File: config.mk
export PLATFORM = sky130hd
export DESIGN_NAME = filter_loader
export DESIGN_NICKNAME = d
export VERILOG_FILES = /design/src/rtl/filter_pkg.sv /design/src/rtl/filter_loader_sparse_compressor.sv /design/src/rtl/filter_loader.sv
export SDC_FILE = /design/constraint.sdc
export NUM_CORES = 1
export LEC_CHECK = 0
export ABC_CLOCK_PERIOD_IN_PS = 7100
export CAP_MARGIN = 20
export CORE_AREA = 2 2 144 146
export CTS_BUF_LIST = sky130_fd_sc_hd__clkbuf_2
export DETAILED_ROUTE_END_ITERATION = 7
export DIE_AREA = 0 0 146 148
export PLACE_DENSITY = 0.68
export RECOVER_POWER = 50
export SYNTH_ARGS = -nofsm -noshare
export SYNTH_HDL_FRONTEND = slang
export SYNTH_SLANG_ARGS = --single-unit
File: constraint.sdc
create_clock -name clk_i -period 7.1 [get_ports clk_i]
set_input_delay 1.065 -clock clk_i [delete_from_list [all_inputs] [get_ports clk_i]]
set_output_delay 1.065 -clock clk_i [all_outputs]
set_load 0.01 [all_outputs]
File: src/rtl/filter_pkg.sv
// Shared filter definitions: load FSM state encoding and memory geometry
// derived from the global MEM_SIZE / BUS_SIZE / CHANNEL_NUM / COMPUTE_UNIT_NUM
// macros. Used by the filter loader and by the filter memory.

`ifndef MEM_SIZE
`define MEM_SIZE 32
`endif
`ifndef BUS_SIZE
`define BUS_SIZE 8
`endif
`ifndef CHANNEL_NUM
`define CHANNEL_NUM 8
`endif
`ifndef COMPUTE_UNIT_NUM
`define COMPUTE_UNIT_NUM 2
`endif

package filter_pkg;

   // Beats per chunk and number of chunks held by the filter memory.
   localparam int PARAM_WR_DAT_CYC_NUM = `MEM_SIZE / `BUS_SIZE;
   localparam int SRAM_FILTER_NUM      = (`MEM_SIZE / `CHANNEL_NUM) * `COMPUTE_UNIT_NUM;

   localparam int BUS_BYTES   = `BUS_SIZE;
   localparam int DAT_CNT_W   = $clog2(PARAM_WR_DAT_CYC_NUM);
   localparam int CHUNK_CNT_W = $clog2(SRAM_FILTER_NUM);
   localparam int BUS_IDX_W   = $clog2(BUS_BYTES);
   localparam int POP_W       = $clog2(BUS_BYTES + 1);

   localparam logic [DAT_CNT_W-1:0]   DAT_CNT_LAST = DAT_CNT_W'(PARAM_WR_DAT_CYC_NUM - 1);
   localparam logic [DAT_CNT_W-1:0]   DAT_ONE      = DAT_CNT_W'(1);
   localparam logic [CHUNK_CNT_W-1:0] CHUNK_ONE    = CHUNK_CNT_W'(1);
   localparam logic [BUS_IDX_W-1:0]   BUS_IDX_ONE  = BUS_IDX_W'(1);

   typedef enum logic [1:0] {
      IDLE = 2'd0,
      LOAD = 2'd1,
      DONE = 2'd2
   } filter_state_e;

   // Number of zero bytes in a beat, given its sparsity map.
   function automatic logic [POP_W-1:0] count_zero_bytes(input logic [BUS_BYTES-1:0] sparsemap);
      logic [POP_W-1:0] cnt;
      cnt = '0;
      for (int k = 0; k < BUS_BYTES; k++) begin
         if (!sparsemap[k]) begin
            cnt = cnt + POP_W'(1);
         end else begin
            cnt = cnt;
         end
      end
      return cnt;
   endfunction

endpackage

File: src/rtl/filter_loader_sparse_compressor.sv
// Sparse_Compressor: combinational compaction of one dense filter beat into a
// nonzero-byte bitmap plus the nonzero bytes packed toward index 0, with the
// unused upper slots forced to zero.

module sparse_compressor
   import filter_pkg::*;
(
   input  logic [BUS_BYTES-1:0][7:0] data_i,
   output logic [BUS_BYTES-1:0]      sparsemap_o,
   output logic [BUS_BYTES-1:0][7:0] nonzero_data_o
);

   // Walk bytes in ascending order, dropping each nonzero byte into the next free slot.
   always_comb begin
      logic [BUS_IDX_W-1:0] slot_s;
      sparsemap_o    = '0;
      nonzero_data_o = '0;
      slot_s         = '0;
      for (int k = 0; k < BUS_BYTES; k++) begin
         if (data_i[k] != 8'h00) begin
            sparsemap_o[k]         = 1'b1;
            nonzero_data_o[slot_s] = data_i[k];
            slot_s                 = slot_s + BUS_IDX_ONE;
         end else begin
            sparsemap_o[k] = 1'b0;
         end
      end
   end

endmodule

File: src/rtl/filter_loader.sv
// filter_loader: accepts dense filter beats over a valid/ready stream,
// compresses each beat and writes it to the filter memory with beat/chunk
// counts, for chunks 0..chunk_last latched at start.
// Optional build macro FILTER_LOADER_STATS_EN adds zero_cnt_o, a saturating
// count of zero bytes seen across the accepted beats of the current load.

module filter_loader
   import filter_pkg::*;
(
   input  logic                      clk_i,
   input  logic                      rst_i,
   input  logic                      start_i,
   input  logic [CHUNK_CNT_W-1:0]    chunk_last_i,
   input  logic [BUS_BYTES-1:0][7:0] in_data_i,
   input  logic                      in_valid_i,
   output logic                      in_ready_o,
   output logic [BUS_BYTES-1:0]      wr_sparsemap_o,
   output logic [BUS_BYTES-1:0][7:0] wr_nonzero_data_o,
   output logic                      wr_valid_o,
   output logic [DAT_CNT_W-1:0]      wr_dat_count_o,
   output logic [CHUNK_CNT_W-1:0]    wr_chunk_count_o,
   output logic                      busy_o,
   output logic                      done_o
`ifdef FILTER_LOADER_STATS_EN
   ,
   output logic [31:0]               zero_cnt_o
`endif
);

   filter_state_e            state_q, state_d;
   logic [DAT_CNT_W-1:0]     dat_cnt_q, dat_cnt_d;
   logic [CHUNK_CNT_W-1:0]   chunk_cnt_q, chunk_cnt_d;
   logic [CHUNK_CNT_W-1:0]   chunk_last_q, chunk_last_d;

   logic                     accept_s;
   logic [BUS_BYTES-1:0]     sparsemap_s;
   logic [BUS_BYTES-1:0][7:0] nonzero_s;

   logic                     wr_valid_q;
   logic [BUS_BYTES-1:0]     wr_sparsemap_q;
   logic [BUS_BYTES-1:0][7:0] wr_nonzero_q;
   logic [DAT_CNT_W-1:0]     wr_dat_q;
   logic [CHUNK_CNT_W-1:0]   wr_chunk_q;

   // Ready depends on state alone so the upstream can never form a loop through it.
   assign accept_s   = in_valid_i & (state_q == LOAD);
   assign in_ready_o = (state_q == LOAD);
   assign busy_o     = (state_q != IDLE);
   assign done_o     = (state_q == DONE);

   sparse_compressor u_compressor (
      .data_i         (in_data_i),
      .sparsemap_o    (sparsemap_s),
      .nonzero_data_o (nonzero_s)
   );

   // Next-state and counter update; the final chunk does not bump chunk_cnt so it never overflows.
   always_comb begin
      state_d      = state_q;
      dat_cnt_d    = dat_cnt_q;
      chunk_cnt_d  = chunk_cnt_q;
      chunk_last_d = chunk_last_q;
      case (state_q)
         IDLE: begin
            if (start_i) begin
               state_d      = LOAD;
               chunk_last_d = chunk_last_i;
               dat_cnt_d    = '0;
               chunk_cnt_d  = '0;
            end else begin
               state_d = IDLE;
            end
         end
         LOAD: begin
            if (accept_s) begin
               if (dat_cnt_q == DAT_CNT_LAST) begin
                  dat_cnt_d = '0;
                  if (chunk_cnt_q == chunk_last_q) begin
                     state_d = DONE;
                  end else begin
                     chunk_cnt_d = chunk_cnt_q + CHUNK_ONE;
                  end
               end else begin
                  dat_cnt_d = dat_cnt_q + DAT_ONE;
               end
            end else begin
               state_d = LOAD;
            end
         end
         DONE: begin
            state_d = IDLE;
         end
         default: begin
            state_d = IDLE;
         end
      endcase
   end

   // State and load counter registers.
   always_ff @(posedge clk_i) begin
      if (rst_i) begin
         state_q      <= IDLE;
         dat_cnt_q    <= '0;
         chunk_cnt_q  <= '0;
         chunk_last_q <= '0;
      end else begin
         state_q      <= state_d;
         dat_cnt_q    <= dat_cnt_d;
         chunk_cnt_q  <= chunk_cnt_d;
         chunk_last_q <= chunk_last_d;
      end
   end

   // Memory write port: one-cycle strobe per accepted beat, data and counts hold between strobes.
   always_ff @(posedge clk_i) begin
      if (rst_i) begin
         wr_valid_q     <= 1'b0;
         wr_sparsemap_q <= '0;
         wr_nonzero_q   <= '0;
         wr_dat_q       <= '0;
         wr_chunk_q     <= '0;
      end else if (accept_s) begin
         wr_valid_q     <= 1'b1;
         wr_sparsemap_q <= sparsemap_s;
         wr_nonzero_q   <= nonzero_s;
         wr_dat_q       <= dat_cnt_q;
         wr_chunk_q     <= chunk_cnt_q;
      end else begin
         wr_valid_q <= 1'b0;
      end
   end

   assign wr_valid_o        = wr_valid_q;
   assign wr_sparsemap_o    = wr_sparsemap_q;
   assign wr_nonzero_data_o = wr_nonzero_q;
   assign wr_dat_count_o    = wr_dat_q;
   assign wr_chunk_count_o  = wr_chunk_q;

`ifdef FILTER_LOADER_STATS_EN
   logic [31:0] zero_cnt_q;
   logic [32:0] zero_sum_s;

   assign zero_sum_s = {1'b0, zero_cnt_q} + 33'(count_zero_bytes(sparsemap_s));

   // Zero-byte statistic, cleared per load and pinned at all-ones instead of wrapping.
   always_ff @(posedge clk_i) begin
      if (rst_i) begin
         zero_cnt_q <= 32'd0;
      end else if ((state_q == IDLE) && start_i) begin
         zero_cnt_q <= 32'd0;
      end else if (accept_s) begin
         zero_cnt_q <= zero_sum_s[32] ? 32'hFFFF_FFFF : zero_sum_s[31:0];
      end else begin
         zero_cnt_q <= zero_cnt_q;
      end
   end

   assign zero_cnt_o = zero_cnt_q;
`endif

endmodule
# Word level (Yosys, flattened, before mapping)
# Cells that the tools add are included.
# op_classes
n_shift	0
eq_ne	10
n_lt_le_gt_ge	14
div_mod_pow	0
mux	59
bitwise_logic	1
n_mul	0
reduce_logical	22
n_addsub	8
# ops
op	n
64-bit bitwise mux	7
64-bit 2-to-1 mux	7
8-bit demux with 3-bit select	7
8-bit 2-to-1 mux	8
8-bit nonzero test	8
3-bit 2-to-1 mux	10
3-bit by 4-bit less-than comparator with 1-bit output (second input constant)	6
3-bit by 1-bit adder with 3-bit output (second input constant)	6
3-bit by 1-bit >= comparator with 1-bit output (second input constant)	6
2-bit 2-to-1 mux	6
1-bit 2-to-1 mux	11
2-bit case mux with 2 select lines	2
1-bit logical AND	7
3-bit by 2-bit inequality test with 1-bit output (second input constant)	2
3-bit case mux with 2 select lines	1
5-bit AND reduction	1
2-bit equality test (second input constant)	2
1-bit by 4-bit less-than comparator with 1-bit output (second input constant)	1
2-bit by 1-bit inequality test with 1-bit output (second input constant)	2
2-bit inequality test (second input constant)	2
2-bit AND reduction	2
2-bit nonzero test	2
3-bit equality test	1
3-bit AND reduction	1
other kinds (6)	6
# totals
mem_count	0
regBits	88
latchBits	0
out_inout_bits	81
rom_bits	0
ramBits	0
wordCells	130

# Depth between registers and ports, before layout
# Gate-level depths: netlist of the first run.
# depth
word_depth	20
ltp_mapped	26

# Cells and area by module
# Synthesis of the first run repeated with hierarchy kept, for this count alone.
# unflattened
hier_cells	941
area_unflattened_um2	7397.1
# modules_own_cells
mod	instances	cells_per_inst	area_each_um2
sparse_compressor	1	548	4192.8
filter_loader	1	393	3204.3

# Least setup slack after synthesis of the first run
# No wires, ideal clock.
# synth_path
path_type	in2reg
from	in in_data_i[5] (netlist bit)
to	reg wr_nonzero_q, in the netlist wr_nonzero_data_o[46]
n_path_buf	2
path_slack_ns	0.517
setup_ns	0.103
cell_stages	26
arrival_time_ns	6.479
path_cell_list	or4_1 nor2_1 clkbuf_1 inv_1 ha_1 or3_1 nand2_1 inv_1 ha_1 a21oi_1 a31oi_1 ha_1 nand2_1 nand2_1 ha_1 a21oi_1 a21oi_1 o21ai_0 inv_1 ha_1 xnor3_1 nor3_2 o21ai_4 buf_4 o211a_1 a2111oi_2
# synth_between
elab_chain_cells	20
# synth_rtl
item	line_no	rtl
from (decl)	filter_loader.sv:14	input logic [BUS_BYTES-1:0][7:0] in_data_i,
8-bit nonzero test (*)	filter_loader_sparse_compressor.sv:20	if (data_i[k] != 8'h00) begin
1-bit 2-to-1 mux (*)	filter_loader_sparse_compressor.sv:20	
1-bit by 1-bit adder with 2-bit output (tied with other cells)	filter_loader_sparse_compressor.sv:23	slot_s = slot_s + BUS_IDX_ONE;
3-bit 2-to-1 mux / 1-bit logical AND (equally long branches)	filter_loader_sparse_compressor.sv:20, filter_loader_sparse_compressor.sv:22	
3-bit by 1-bit adder with 3-bit output (tied with other cells)	filter_loader_sparse_compressor.sv:23	
3-bit 2-to-1 mux (tied with other cells)	filter_loader_sparse_compressor.sv:20	
3-bit by 1-bit adder with 3-bit output (tied with other cells)	filter_loader_sparse_compressor.sv:23	
3-bit 2-to-1 mux (tied with other cells)	filter_loader_sparse_compressor.sv:20	
(+4 left out)	--	
3-bit by 1-bit adder with 3-bit output (tied with other cells)	filter_loader_sparse_compressor.sv:23	
3-bit 2-to-1 mux (tied with other cells)	filter_loader_sparse_compressor.sv:20	
3-bit by 4-bit less-than comparator with 1-bit output (not written as such) (tied with other cells)	filter_loader_sparse_compressor.sv:22	nonzero_data_o[slot_s] = data_i[k];
1-bit logical AND (not written as such) (tied with other cells)	filter_loader_sparse_compressor.sv:22	
8-bit 2-to-1 mux (not written as such) / 64-bit bitwise mux (equally long branches)	filter_loader_sparse_compressor.sv:22	
8-bit demux with 3-bit select / 64-bit 2-to-1 mux (equally long branches)	--	
64-bit bitwise mux	filter_loader_sparse_compressor.sv:22	
64-bit 2-to-1 mux (*)	filter_loader_sparse_compressor.sv:20	
to (signal assigned)	filter_loader.sv:125	wr_nonzero_q <= nonzero_s;
to (decl)	filter_loader.sv:41	logic [BUS_BYTES-1:0][7:0] wr_nonzero_q;
# Every way passes the cells marked *; elsewhere a longest branch is shown, timed or not.
# A chain may end at the register's enable or synchronous reset.

# Final worst setup path of the first run
# layout_path
from	in in_data_i[9] (netlist bit)
to	reg wr_nonzero_q, in the netlist wr_nonzero_data_o[50]
# layout_between
elab_chain_cells	18
# layout_rtl
item	line_no
8-bit nonzero test (*)	filter_loader_sparse_compressor.sv:20
3-bit 2-to-1 mux	filter_loader_sparse_compressor.sv:20
3-bit by 1-bit adder with 3-bit output (tied with other cells)	filter_loader_sparse_compressor.sv:23
3-bit 2-to-1 mux / 1-bit logical AND (equally long branches)	filter_loader_sparse_compressor.sv:20, filter_loader_sparse_compressor.sv:22
3-bit by 1-bit adder with 3-bit output (tied with other cells)	filter_loader_sparse_compressor.sv:23
3-bit 2-to-1 mux (tied with other cells)	filter_loader_sparse_compressor.sv:20
3-bit by 1-bit adder with 3-bit output (tied with other cells)	filter_loader_sparse_compressor.sv:23
3-bit 2-to-1 mux (tied with other cells)	filter_loader_sparse_compressor.sv:20
(+2 left out)	--
3-bit by 1-bit adder with 3-bit output (tied with other cells)	filter_loader_sparse_compressor.sv:23
3-bit 2-to-1 mux (tied with other cells)	filter_loader_sparse_compressor.sv:20
3-bit by 4-bit less-than comparator with 1-bit output (not written as such) (tied with other cells)	filter_loader_sparse_compressor.sv:22
1-bit logical AND (not written as such) (tied with other cells)	filter_loader_sparse_compressor.sv:22
8-bit 2-to-1 mux (not written as such) / 64-bit bitwise mux (equally long branches)	filter_loader_sparse_compressor.sv:22
8-bit demux with 3-bit select / 64-bit 2-to-1 mux (equally long branches)	--
64-bit bitwise mux	filter_loader_sparse_compressor.sv:22
64-bit 2-to-1 mux (*)	filter_loader_sparse_compressor.sv:20
# Marked as above.

==> results.md, run 1 <==
Route:
- The total via count after detailed routing is 8756.
- The first routing iteration left 1137 violations.
- The detail-routed via count per cell is 6.41.
- The wire length per cell after detailed routing is 23.4 um.
- The first-pass detailed-route iteration total is 7.
- The detail route stage leaves a number of antenna-violating nets equal to 0.
- Summed over all layers, the routed wires come to 31900 um.
- For this run, design rule violations remaining after detail routing come to 0.

Placement:
- The post-placement cell count is 1349.
- Before CTS, the worst setup slack after placement is 0.211 ns.
- The final estimated routing congestion in global placement is 1.02.
- The standard cell area after detailed placement is 0.00957 mm2.
- The estimated wirelength of the detail-placed design is 23600 um.
- The port buffer count is 151.

Floorplanning:
- The initial core utilization is 0.392.
- The die is 148 um tall.
- The floorplan step defined a die boundary enclosing 0.0216 mm2.
- The horizontal extent of the die is 146 um.
- The area of the core region is 0.0200 mm2.
- In this run the core area contains 52 standard-cell rows.
- 152 I/O pins were placed.

Final layout:
- The commonest non-fill, non-tap cell in the layout is nor2_1.
- Leaving out fill and tap cells, the most frequent cells in the layout are nor2_1, nand2_1, dfxtp_1.
- The final design utilization is 0.481.
- The fill cell instance count of the final layout is 2012.
- After routing the design area is 0.00964 mm2.
- The final cell count without fillers is 1365.
- The synthesis-to-layout area growth is 22.8%.
- The final layout net count is 1174.
- The proportion of layout cells with a drive suffix above 1 is 0.133.

Timing:
- The final count of pins violating max slew is 62.
- Setup violations remaining at the end of the flow were counted as 0.
- The final worst setup slack is 0.723 ns.
- The final cycle utilization of the critical path is 0.898.
- At the pin with the least slew margin, the transition time is 3.04 ns.
- The final hold violation count is 0.
- Setup repair after global routing left no endpoint under its margin.
- The clock arrives with 0.0103 ns of skew.
- Derived from the worst setup path, the maximum achievable clock frequency is 0.157 GHz.
- The worst relative slew slack is -1.03.
- Hold timing on the final database bottoms out at a slack of 0.465 ns.
- The setup TNS is 0 ns.
- The minimum clock period after layout is 6.38 ns.

Logic synthesis:
- The share of synthesized registers carrying an async set or reset is 0.
- Synthesis produced a netlist with a net count of 1070.
- The mapped netlist covers 0.00785 mm2.
- The cell count after synthesis is 986.
- During synthesis, Yosys emitted a total of 0 warnings.
- The number of enable flip-flop cells after synthesis is 0.
- The count of state elements after synthesis is 88.
- The main flop type after synthesis is dfxtp_1.
- The sequential element share of the synthesized area is 0.224.
- The share of synthesized area in the top cell type comes to 0.224.
- Counting distinct cell types in the post-synthesis netlist gives 95.
- By area the synthesized netlist is led by dfxtp_1, nor2_1, nand2_1.
- The cell type with the highest aggregate area in the netlist is dfxtp_1.
- The average instance in the mapped netlist occupies 7.96 um2.

Critical path:
- The worst setup path is captured at a flip-flop.
- The worst setup path is launched from an input port.
- Data arrives at the worst endpoint at 6.90 ns.
- The required time at the worst-slack endpoint is 7.63 ns.
- The category of the most critical setup path is input port to flip-flop.
- In this run the worst path has a maximum fanout of 9.

Global routing:
- The global routing usage summed across all routing layers is 0.288.
- The initial antenna violation count is 1.
- The global-route wire length before repair is 48500 um.
- The remaining global-route overflow is 0.
- The number of global-route vias before repair is 8250.
- The largest net degree at the start of global routing is 62.

Power and ir drop:
- The completed layout was analyzed and its total power is 1.11 mW.
- Across the VDD grid, the largest voltage drop is 0.0890 mV.
- The share of total power dissipated in combinational logic is 0.322.
- The internal power summed over all cells is 0.715 mW.
- The share of total power dissipated in sequential elements is 0.481.
- The total power divided by cell area is 115 mW/mm2.
- The share of total power dissipated in the clock network is 0.196.
- The fraction of power spent switching nets is 0.354.
- The analysis attributes to net switching a power of 0.392 mW.
- Summed over all cells, the static leakage comes to 3.66 nW.

CTS:
- Clock tree synthesis found a total of 88 sinks.
- The clock network latency to the later pin of the worst-skew pair is 0.60 ns.
- After clock tree synthesis, the repair step resized 0 gates.
- No sink is reached through more buffers than the 2 on the longest clock path.
- Clock-pin slew was measured on the worst setup and hold paths at 0.22 ns.
- The H-tree was split into 3 levels.
- The number of buffers created by CTS is 9.
- The CTS tree is yes.
- After clock tree synthesis, the flow added hold-fix buffers numbering 0.
- The tree is rooted in a clkbuf_2.
- The post-CTS repair timing setup buffer count is 0.

Outcome:
- The flow ran to the end, but the final reports show violations.
- The final reports fail on max-capacitance violations, max-slew violations.

Run:
- The reported max-cap violation count is 1.

Min path:
- In this run the worst hold path is classified as flip-flop to flip-flop.
==> cells by family after synthesis <==
kind of cell | share of synthesized area
AO/OA/AOI/OAI | 0.365
XOR/XNOR | 0.0279
adder cells (fa/ha/maj) | 0.0217
buffers and inverters | 0.0566
flip-flops | 0.224
multiplexers | 0.0729
AND/OR/NAND/NOR | 0.231
==> path summary, 6_finish.rpt <==
check | start | to | slack (ns) | cells past startpoint
max reg2reg | state_q[0] | wr_nonzero_data_o[8] | 2.52 | 6
min reg2reg | wr_chunk_count_o[0] | wr_chunk_count_o[0] | 0.47 | 2
min | wr_chunk_count_o[0] | wr_chunk_count_o[0] | 0.47 | 2
max | in_data_i[9] | wr_nonzero_data_o[50] | 0.72 | 25
==> layer usage <==
layer,vias to the layer above,wire length [um],global-route usage
met4,0,1520,0.138
met5,-,0,0
li1,3993,-,-
met2,531,14400,0.456
met3,108,3080,0.0590
met1,4124,12900,0.377
==> state kept, by name (all words and copies together) (netlist names) <==
signal,cells
chunk_last_q,3
chunk_cnt_q,3
wr_sparsemap_o,8
wr_nonzero_data_o,64
dat_cnt_q,2
wr_dat_count_o,2
wr_valid_o,1
wr_chunk_count_o,3
state_q,2
==> cell usage after synthesis, drive strengths merged, types with 5 or more instances <==
cell type  count
dfxtp         88
nand3         12
o31a           6
a2111oi       13
o211ai         5
o21ai         22
a22o          23
buf           38
mux2i         38
a21oi         32
o221ai        18
a211oi        23
nor4          19
o211a         30
inv            9
a221o          9
a21bo          9
and3           6
clkbuf        56
nor2b          6
xor2           5
a211o          5
nand2        117
nor3          42
xnor2         10
mux2          17
a21o          11
ha            12
or4           11
o311a          7
o22ai         19
a32oi         16
nor2         126
o31ai         25
nand4          6
and2           6
a22oi         35
a221oi        11
==> layout make-up <==
cell class              count  area, um2  area share
well taps                 270        338      0.0350
diodes                      1       2.50    0.000260
flip-flops and latches     88       1760       0.183
inverters                  11       42.5     0.00441
clock inverters             4       22.5     0.00234
clock buffers              11       55.1     0.00571
repair buffers            187       1770       0.183
multi-input cells         793       5650       0.586
==> power groups by stage <==
| stage | combinational (mW) | clock [mW] | sequential (mW) |
|---|---|---|---|
| floorplan | 0.181 | 0 | 0.550 |
| global placement | 0.352 | 0 | 0.543 |
| detailed placement | 0.354 | 0 | 0.543 |
| CTS | 0.355 | 0.223 | 0.534 |
| global route | 0.378 | 0.240 | 0.536 |
| finish | 0.357 | 0.218 | 0.533 |
==> critical path, stage by stage <==
cell	delay [ns]
clkdlybuf4s50_1	0.47
or4_1	0.54
nor2_1	0.15
inv_1	0.10
ha_1	0.20
or3_1	0.42
nand2_1	0.10
inv_1	0.11
ha_1	0.32
a21oi_1	0.18
a31oi_1	0.09
ha_1	0.35
nand2_1	0.10
nand2_1	0.09
ha_1	0.29
a21oi_1	0.16
a21oi_1	0.05
o21ai_0	0.15
inv_1	0.10
ha_1	0.20
xnor3_1	0.57
nor3_1	0.11
a21oi_2	0.36
nand2_1	0.29
o31ai_1	0.34
Power figures use the tool's default switching activity.
==> inputs of run 2 (changes only) <==
- CTS_BUF_LIST: sky130_fd_sc_hd__clkbuf_2 -> sky130_fd_sc_hd__clkbuf_16
==> results.md, run 2 (synthesized netlist as in run 1, its figures left out) <==
Power and ir drop:
- The highest ir drop seen on vdd is 0.139 mV (+57%).
- The power after layout is 1.31 mW (+18%).
- The total power divided by cell area came to 133 mW/mm2 (+16%).
- The reported leakage power is 3.80 nW (+3.7%).

Min path:
- The cell depth of the worst min-delay path is 2 (unchanged).
- The class of the most critical hold timing path is flip-flop to flip-flop.

CTS:
- The number of buffers on the longest clock path is 2 (unchanged).
- The CTS tree is yes.
- The clock network latency to the later pin of the worst-skew pair was 0.35 ns (-0.25 ns).
- The buffer type at the clock tree root is clkbuf_16.
- The H-tree depth is 3 (unchanged).
- The number of buffers created by CTS is 9 (unchanged).
- The CTS sink count is 88 (unchanged).
- The clock transition at the registers of the reported paths was 0.06 ns (-0.16 ns).

Timing:
- The final hold violation count is 0 (unchanged).
- The worst relative slew slack came to 0.247 (+1.28).
- The final cycle utilization of the critical path is 0.929 (+0.0306).
- The setup violation total in the final timing report is 0 (unchanged).
- Setup repair after global routing left no endpoint under its margin.
- The final worst setup slack is 0.506 ns (-0.217 ns).
- The final count of pins violating max slew is 0 (-100%).
- The clock skew came to 0.00434 ns (-0.00594 ns).
- The setup TNS was 0 ns (unchanged).
- The worst hold slack across all endpoints is 0.450 ns (-0.0158 ns).
- The fmax came to 0.152 GHz (-3.3%).
- The minimum clock period after layout was 6.59 ns (+0.217 ns).
- The actual transition at the worst max-transition pin is 1.13 ns (-1.92 ns).

Route:
- The detailed router's first-iteration violation count is 1185 (+4.2%).
- The first-pass detailed-route iteration total is 6 (-1).
- The total wire length was 32100 um (+0.62%).
- The wire length per cell after detailed routing was 23.5 um (+0.69%).
- The detail-routed via count per cell is 6.44 (+0.32%).
- The post-route antenna net violation count is 0 (unchanged).
- The total via count after detailed routing is 8778 (+0.25%).
- The detailed-route DRC error count is 0 (unchanged).

Outcome:
- The run finished with clean final reports.

Placement:
- The worst setup slack before clock tree synthesis came to 0.211 ns (unchanged).
- The estimated wirelength of the detail-placed design is 23600 um (unchanged).
- The standard cell area after detailed placement is 0.00957 mm2 (unchanged).
- The final estimated routing congestion in global placement was 1.02 (unchanged).
- The port buffer count is 151 (unchanged).
- The post-placement cell count is 1349 (unchanged).

Final layout:
- Relative to the synthesized area, the layout overhead comes to 25.3%.
- Leaving out fill and tap cells, the most frequent cells in the layout are nor2_1, nand2_1, dfxtp_1.
- The number of diodes is 0 (-1).
- The final cell count without fillers is 1364 (-0.073%).
- The final layout net count was 1174 (unchanged).
- The number of flip-flops under the largest register name came to 64 (unchanged).
- The final design utilization is 0.491 (+0.00955).
- The commonest non-fill, non-tap cell in the layout is nor2_1.
- The proportion of layout cells with a drive suffix above 1 is 0.133 (+0.000914).
- The summed area of non-filler cells in the final layout was 0.00983 mm2 (+2.0%).

Global routing:
- The largest net degree at the start of global routing was 62 (unchanged).
- The global-route wire length before repair is 48700 um (+0.34%).
- The number of global-route vias before repair is 8213 (-0.45%).
- The initial antenna violation count is 0 (-1).
- The remaining global-route overflow came to 0 (unchanged).
- The global routing usage summed across all routing layers is 0.289 (+0.00116).

Critical path:
- The worst setup path is of the input port to flip-flop kind.
- The worst setup path is launched from an input port.
- The required time at the worst-slack endpoint came to 7.34 ns (-0.29 ns).
- The cell count of the worst reg-to-reg path was 8 (+2).
- The type of element capturing the critical path is a flip-flop.
- The critical path data arrival time is 6.84 ns (-0.06 ns).
- The critical-path maximum fanout is 16 (+7).

Floorplanning:
- The die boundary height came to 148 um (unchanged).
- The number of standard-cell rows in the floorplan is 52 (unchanged).
- The initial core utilization came to 0.392 (unchanged).
- The die area is 0.0216 mm2 (unchanged).
- The horizontal extent of the die is 146 um (unchanged).
- The area of the core region is 0.0200 mm2 (unchanged).
- The number of placed I/O pins is 152 (unchanged).

Run:
- The reported max-cap violation count is 0 (-1).
## run 2: final cells by class
type	count	area, um2
sequential	88	1760
tap	270	338
multi-input combinational	793	5660
clock buffer	9	225
fill	1981	10200
clock inverter	6	30.0
timing repair buffer	187	1780
inverter	11	42.5
## run 2: layer usage
metal  GRT usage  vias up  routed length (um)
met4       0.138        0                1610
met3      0.0602      118                3310
li1            -     3999                   -
met5           0        -                   0
met1       0.379     4150               12700
met2       0.456      511               14400
## run 2: worst paths after layout
| kind | start | to | slack [ns] |
|---|---|---|---|
| setup reg to reg | state_q[0] | chunk_cnt_q[2] | 4.50 |
| setup / recovery | in_data_i[9] | wr_nonzero_data_o[37] | 0.51 |
| hold reg to reg | wr_chunk_count_o[0] | wr_chunk_count_o[0] | 0.45 |
| hold / removal | wr_chunk_count_o[0] | wr_chunk_count_o[0] | 0.45 |
## run 2: repair_timing
action,4_1_cts,5_1_grt
endpoints found under the setup margin,0,1
buffers inserted,0,0
gates resized for setup,0,1
hold buffers,0,0
## run 2: power breakdown
| group | switching (mW) | leakage [nW] | internal, mW | total (mW) |
|---|---|---|---|---|
| clock network | 0.193 | 0.135 | 0.231 | 0.424 |
| registers | 0.0146 | 0.716 | 0.517 | 0.532 |
| logic | 0.206 | 2.95 | 0.149 | 0.355 |
## run 2: critical path: stages
cell and delay [ns]:
clkdlybuf4s50_1 0.47, or4_1 0.54, nor2_1 0.15, inv_1 0.10
ha_1 0.20, or3_1 0.42, nand2_1 0.11, inv_1 0.11
ha_1 0.32, a21oi_1 0.19, a31oi_1 0.09, ha_1 0.35
nand2_1 0.10, nand2_1 0.10, ha_1 0.29, a21oi_1 0.16
a21oi_1 0.05, o21ai_0 0.14, inv_1 0.10, ha_1 0.22
xnor3_1 0.59, nor3_2 0.11, o21ai_4 0.41, nor2_1 0.10
a2111oi_2 0.36
